### src/rtl/enet_pkg.sv
// Shared definitions for the Ethernet TX frame reader: FSM states, byte-lane
// selects and the largest frame the MAC is expected to hand over.
package enet_pkg;

    typedef enum logic [1:0] {
        ST_IDLE   = 2'd0,
        ST_FETCH  = 2'd1,
        ST_LOAD   = 2'd2,
        ST_STREAM = 2'd3
    } state_t;

    localparam logic [1:0] LANE_B0 = 2'd0;
    localparam logic [1:0] LANE_B1 = 2'd1;
    localparam logic [1:0] LANE_B2 = 2'd2;
    localparam logic [1:0] LANE_B3 = 2'd3;

    localparam int MAX_FRAME_LEN = 1536;

endpackage

### src/rtl/enet_tx_frame_reader.sv
// Drains one frame from the 32-bit packet RAM read port and emits it as a
// little-endian byte stream, hiding the RAM read latency with a one-word prefetch.
//
//   state     | meaning
//   ----------+-----------------------------------------------------------
//   ST_IDLE   | waiting for start_i; len 0 only pulses done_o
//   ST_FETCH  | first word address presented, data not yet back
//   ST_LOAD   | capture first word, issue next word address
//   ST_STREAM | bytes offered to the MAC, next word prefetched
module enet_tx_frame_reader
    import enet_pkg::*;
#(
    parameter int ADDR_W = 9,
    parameter int LEN_W  = 11
) (
    input  logic              clk_i,
    input  logic              rst_i,
    input  logic              start_i,
    input  logic [ADDR_W-1:0] base_addr_i,
    input  logic [LEN_W-1:0]  len_i,
    input  logic              abort_i,
    output logic [ADDR_W-1:0] ram_addr_o,
    input  logic [31:0]       ram_data_i,
    output logic              tx_valid_o,
    output logic [7:0]        tx_data_o,
    output logic              tx_last_o,
    input  logic              tx_ready_i,
    output logic              busy_o,
    output logic              done_o
);

    state_t            state_q, state_d;
    logic [31:0]       cur_word_q;
    logic [31:0]       pf_word_q;
    logic [31:0]       pf_src;
    logic [1:0]        lane_q;
    logic [LEN_W-1:0]  rem_cnt_q;
    logic [LEN_W-2:0]  words_left_q;
    logic [LEN_W:0]    len_rnd;
    logic              rd_issue_q;
    logic              rd_data_q;
    logic              done_q;
    logic              hs;
    logic              last_hs;
    logic              word_end;

    function automatic logic [7:0] lane_byte(input logic [31:0] w, input logic [1:0] lane);
        case (lane)
            LANE_B0: lane_byte = w[7:0];
            LANE_B1: lane_byte = w[15:8];
            LANE_B2: lane_byte = w[23:16];
            default: lane_byte = w[31:24];
        endcase
    endfunction

    assign len_rnd    = {1'b0, len_i} + (LEN_W+1)'(3);
    assign tx_valid_o = (state_q == ST_STREAM);
    assign tx_data_o  = lane_byte(cur_word_q, lane_q);
    assign tx_last_o  = tx_valid_o && (rem_cnt_q == LEN_W'(1));
    assign busy_o     = (state_q != ST_IDLE);
    assign done_o     = done_q;
    // A prefetch landing on the very cycle its predecessor word ends is forwarded.
    assign pf_src     = rd_data_q ? ram_data_i : pf_word_q;

    always_comb begin
        hs       = tx_valid_o && tx_ready_i;
        last_hs  = hs && (rem_cnt_q == LEN_W'(1));
        word_end = hs && !last_hs && (lane_q == LANE_B3);
        state_d  = state_q;
        case (state_q)
            ST_IDLE:   if (start_i && (len_i != '0)) state_d = ST_FETCH;
            ST_FETCH:  state_d = abort_i ? ST_IDLE : ST_LOAD;
            ST_LOAD:   state_d = abort_i ? ST_IDLE : ST_STREAM;
            ST_STREAM: if (abort_i || last_hs) state_d = ST_IDLE;
            default:   state_d = ST_IDLE;
        endcase
    end

    always_ff @(posedge clk_i or negedge rst_i) begin
        if (!rst_i) state_q <= ST_IDLE;
        else        state_q <= state_d;
    end

    always_ff @(posedge clk_i or negedge rst_i) begin
        if (!rst_i) begin
            ram_addr_o   <= '0;
            cur_word_q   <= '0;
            pf_word_q    <= '0;
            lane_q       <= LANE_B0;
            rem_cnt_q    <= '0;
            words_left_q <= '0;
            rd_issue_q   <= 1'b0;
            rd_data_q    <= 1'b0;
            done_q       <= 1'b0;
        end else begin
            done_q     <= 1'b0;
            rd_issue_q <= 1'b0;
            rd_data_q  <= rd_issue_q;
            if ((state_q != ST_IDLE) && abort_i) begin
                rem_cnt_q    <= '0;
                words_left_q <= '0;
                rd_data_q    <= 1'b0;
            end else begin
                case (state_q)
                    ST_IDLE: begin
                        if (start_i) begin
                            if (len_i == '0) begin
                                done_q <= 1'b1;
                            end else begin
                                ram_addr_o   <= base_addr_i;
                                rem_cnt_q    <= len_i;
                                words_left_q <= len_rnd[LEN_W:2] - (LEN_W-1)'(1);
                                lane_q       <= LANE_B0;
                            end
                        end
                    end
                    ST_LOAD: begin
                        cur_word_q <= ram_data_i;
                        lane_q     <= LANE_B0;
                        if (words_left_q != '0) begin
                            ram_addr_o   <= ram_addr_o + ADDR_W'(1);
                            words_left_q <= words_left_q - (LEN_W-1)'(1);
                            rd_issue_q   <= 1'b1;
                        end
                    end
                    ST_STREAM: begin
                        if (rd_data_q) pf_word_q <= ram_data_i;
                        if (hs) begin
                            rem_cnt_q <= rem_cnt_q - LEN_W'(1);
                            lane_q    <= lane_q + 2'd1;
                            if (last_hs) done_q <= 1'b1;
                        end
                        if (word_end) begin
                            cur_word_q <= pf_src;
                            if (words_left_q != '0) begin
                                ram_addr_o   <= ram_addr_o + ADDR_W'(1);
                                words_left_q <= words_left_q - (LEN_W-1)'(1);
                                rd_issue_q   <= 1'b1;
                            end
                        end
                    end
                    default: ;
                endcase
            end
        end
    end

endmodule

### config.mk
export PLATFORM = sky130hd
export DESIGN_NAME = enet_tx_frame_reader
export DESIGN_NICKNAME = d
export VERILOG_FILES = /design/src/rtl/enet_pkg.sv /design/src/rtl/enet_tx_frame_reader.sv
export SDC_FILE = /design/constraint.sdc
export NUM_CORES = 1
export LEC_CHECK = 0
export ABC_AREA = 1
export BUFFER_PORTS_ARGS = -buffer_cell sky130_fd_sc_hd__buf_2
export CORE_ASPECT_RATIO = 0.9
export CORE_UTILIZATION = 45
export CTS_CLUSTER_DIAMETER = 100
export DETAILED_ROUTE_END_ITERATION = 6
export PLACE_DENSITY = 0.73
export SYNTH_ARGS = -nofsm -noshare
export SYNTH_HDL_FRONTEND = slang
export SYNTH_SLANG_ARGS = --single-unit
### constraint.sdc
create_clock -name clk_i -period 2.58 [get_ports clk_i]
set_input_delay 0.258 -clock clk_i [delete_from_list [all_inputs] [get_ports clk_i]]
set_output_delay 0.258 -clock clk_i [all_outputs]
set_load 0.1 [all_outputs]
==> results.py <==
metrics = {
    "outcome": {
        "status": "finished clean",
    },
    "synth": {
        "avgSynthCellArea_um2": 7.64,
        "synth_nets": 836,
        "synth_compound_area_share_pct": 18.1,
        "yosys.area_share.adder_pct": 2.78,
        "synth_seq_cells": 101,
        "synthCells": 766,
        "syn_area_um2": 5850,
        "synthArstFlopShare_pct": 100,
        "synth_ff_type": "dfrtp_1",
        "synth_edf_count": 0,
        "synth_top_family_by_area": "simple AND/OR/NAND/NOR gates",
        "synth_xor_area_share_pct": 1.20,
        "synthMuxAreaShare_pct": 5.47,
        "synth-simple-area-share_pct": 21.1,
        "yosysWarnings": 0,
        "synth.distinct_cells": 38,
        "seq_area_frac_synth_pct": 43.2,
    },
    "power": {
        "p_switching_mw": 4.53,
        "p_int_mw": 4.44,
        "peakVddDrop_v": 0.000748,
        "netSwitchingFraction_pct": 50.5,
        "leakagePower_nw": 3.44,
        "clock_power_share_pct": 16.1,
        "power_density_nw_per_um2": 1320,
        "p_comb_share_pct": 53.5,
        "seqPwrFrac_pct": 30.3,
    },
    "setup_path": {
        "cp_slowest_cell": "buf_2",
        "worstPathArrival_ns": 2.08,
        "critPathRequiredTime_ns": 2.32,
        "cp_max_fo": 8,
        "path_class": "reg2out",
        "critPathBufInv": 2,
        "worstSetupStartpointType": "register",
        "end_kind": "primary output",
        "worst_path_largest_cell_delay_ns": 0.44,
        "critPathTopFamily": "buffers and inverters",
        "path_cells": "inv_1 -> ha_1 -> a22o_1 -> a21oi_1 -> o21ai_2 -> buf_2",
    },
    "detailed_routing": {
        "drt_first_pass_iters": 4,
        "routed_wl_um": 13400,
        "drtIter0Drc": 457,
        "post-route-drc-count": 0,
        "viasPerCell": 5.19,
        "routedWlPerCell_um": 13.4,
        "vias": 5194,
        "ant_nets": 0,
    },
    "sta": {
        "slew_headroom_pct": 54.9,
        "slew_violations": 0,
        "grt_setup_unrepaired": "no",
        "period_minus_slack_ns": 2.34,
        "fin_skew_ns": 0.0149,
        "finalHoldViolCount": 0,
        "setup_tns_ns": 0,
        "fin_crit_sh_pct": 90.7,
        "final-setup-viol-count": 0,
        "worst_pin_slew_ns": 0.677,
        "fmax_ghz": 0.427,
        "hold_ws_ns": 0.153,
    },
    "clocking": {
        "clk_path_buf_depth": 2,
        "cts_hold_buffers": 1,
        "path_clk_slew_ns": 0.07,
        "clock_sinks": 101,
        "clock_latency_ns": 0.36,
        "cts_root_buf": "clkbuf_16",
        "h-tree-depth": 3,
        "cts_tree": "built",
        "post_cts_buffers": 0,
        "cts-resized-gates": 0,
        "cts_made_buffers": 9,
    },
    "placement": {
        "post-dp-hpwl_um": 9530,
        "gp_congestion": 0.919,
        "port_buffers": 77,
    },
    "global_routing": {
        "gr-usage-all-layers_pct": 21.4,
        "grt-ovfl-total": 0,
        "antenna_found_initial": 0,
        "grt_pass1_vias": 4718,
        "grt_pass1_wl_um": 22500,
        "grt_max_degree": 65,
    },
    "worst_hold_path": {
        "hp-class": "in2reg",
    },
    "floorplanning": {
        "fp.coreArea_um2": 12700,
        "die_y_um": 110,
        "rows": 39,
        "dieArea_um2": 13500,
        "dieWidth_um": 122,
        "start_util_pct": 46.1,
        "num_io_pins": 78,
    },
    "job": {
        "drv_cap": 0,
    },
    "final_layout": {
        "areaGrowthSynthToFinish_pct": 15.7,
        "diodes": 0,
        "nets": 901,
        "finish.utilization_pct": 53.4,
        "fillers": 1220,
        "drive_gt1_share_pct": 15.8,
    },
}
==> metrics by stage <==
stage               instance area (um^2)  setup WS (ns)  instances  power, mW
detailed placement                  6450          0.479        983       7.55
CTS                                 6780          0.230       1000       9.02
floorplan                           5900        -0.0248        766       6.57
global placement                    6450          0.519        983       7.46
finish                              6780          0.239       1000       8.97
global route                        6780          0.103       1000       9.74
==> placed cells by master, fill, tap and decap left out, types with 12 or more instances in the layout <==
cell type / count
nor2_1: 32
ha_1: 12
o21ai_0: 112
mux2i_1: 32
inv_1: 78
nand2_1: 209
buf_2: 76
nand3_1: 28
dfrtp_1: 100
o21ai_1: 19
a21oi_1: 23
==> registers in the layout, indices dropped and copies added, names as in the netlist <==
| signal | count |
|---|---|
| state_q | 2 |
| rd_issue_q | 1 |
| ram_addr_o | 9 |
| pf_word_q | 32 |
| words_left_q | 10 |
| lane_q | 2 |
| rd_data_q | 1 |
| done_o | 1 |
| cur_word_q | 32 |
| rem_cnt_q | 11 |
==> metal layers <==
| layer | part of all wire (%) | track usage [%] | up-vias |
|---|---|---|---|
| met5 | 0 | 0 | - |
| met4 | 0.88 | 4.44 | 0 |
| met3 | 4.6 | 5.61 | 12 |
| met2 | 44 | 33.3 | 100 |
| met1 | 50 | 30.0 | 2416 |
| li1 | - | - | 2666 |
==> cells in the mapped netlist, types with 2 or more instances <==
library cell  count  area (um^2)
nand2_2           4         25.0
nor4_1            3         18.8
nand4_1           9         56.3
a211oi_1          2         15.0
nand2_1         209          785
o22ai_1           6         37.5
nand3_1          28          140
a22o_1            8         70.1
o21ai_0         120          601
nor2_4            2         22.5
nor3_1            6         30.0
xor2_1            7         61.3
inv_1            78          293
nand3_2           2         20.0
inv_2             6         22.5
a21oi_1          23          115
o211ai_1          7         52.6
buf_4             4         30.0
clkbuf_1         16         60.1
dfrtp_1         101         2530
buf_2            11         55.1
buf_1             3         11.3
o21a_1            2         15.0
mux2i_1          32          320
o21ai_1          19         95.1
nor2_1           32          120
a22oi_1           3         22.5
ha_1             13          163
==> worst paths after layout <==
check | end | slack [ns] | cells past startpoint | from
min in group asynchronous | cur_word_q[7] | 0.41 | 2 | rst_i
max | tx_data_o[3] | 0.24 | 6 | lane_q[0]
max reg2reg | words_left_q[8] | 0.45 | 12 | state_q[0]
min reg2reg | rd_data_q | 0.48 | 2 | rd_issue_q
max in group asynchronous | rd_data_q | 1.41 | 3 | rst_i
min | ram_addr_o[7] | 0.15 | 3 | base_addr_i[7]
==> cells by family after synthesis <==
| family | after synthesis |
|---|---|
| and+or+nand+nor | 298 |
| AOI/OAI and AO/OA | 194 |
| buffers and inverters | 120 |
| DFF | 101 |
| muxes | 32 |
| adders and majority gates | 13 |
| xor gates and xnor gates | 8 |
==> tightest hold or removal path, stage by stage <==
cell	delay [ns]
buf_2	0.07
o211ai_1	0.08
nand2_1	0.06
==> power by group through the flow <==
stage	Clock, mW	Combinational [mW]	Sequential (mW)
2_1_floorplan	0	3.44	3.13
3_3_place_gp	0	4.72	2.74
3_5_place_dp	0	4.80	2.75
4_1_cts	1.49	4.81	2.73
5_1_grt	1.55	5.39	2.81
6_report	1.45	4.80	2.72
==> final cells by class <==
cell class	instances	area (um^2)	share of cell area, %
well taps	164	205	3.03
flip-flops and latches	101	2530	37.3
multi-input cells	545	2890	42.7
repair buffers	88	510	7.53
inverters	86	324	4.78
clock inverters	7	91.3	1.35
clock buffers	9	225	3.32
Power figures use the tool's default switching activity.
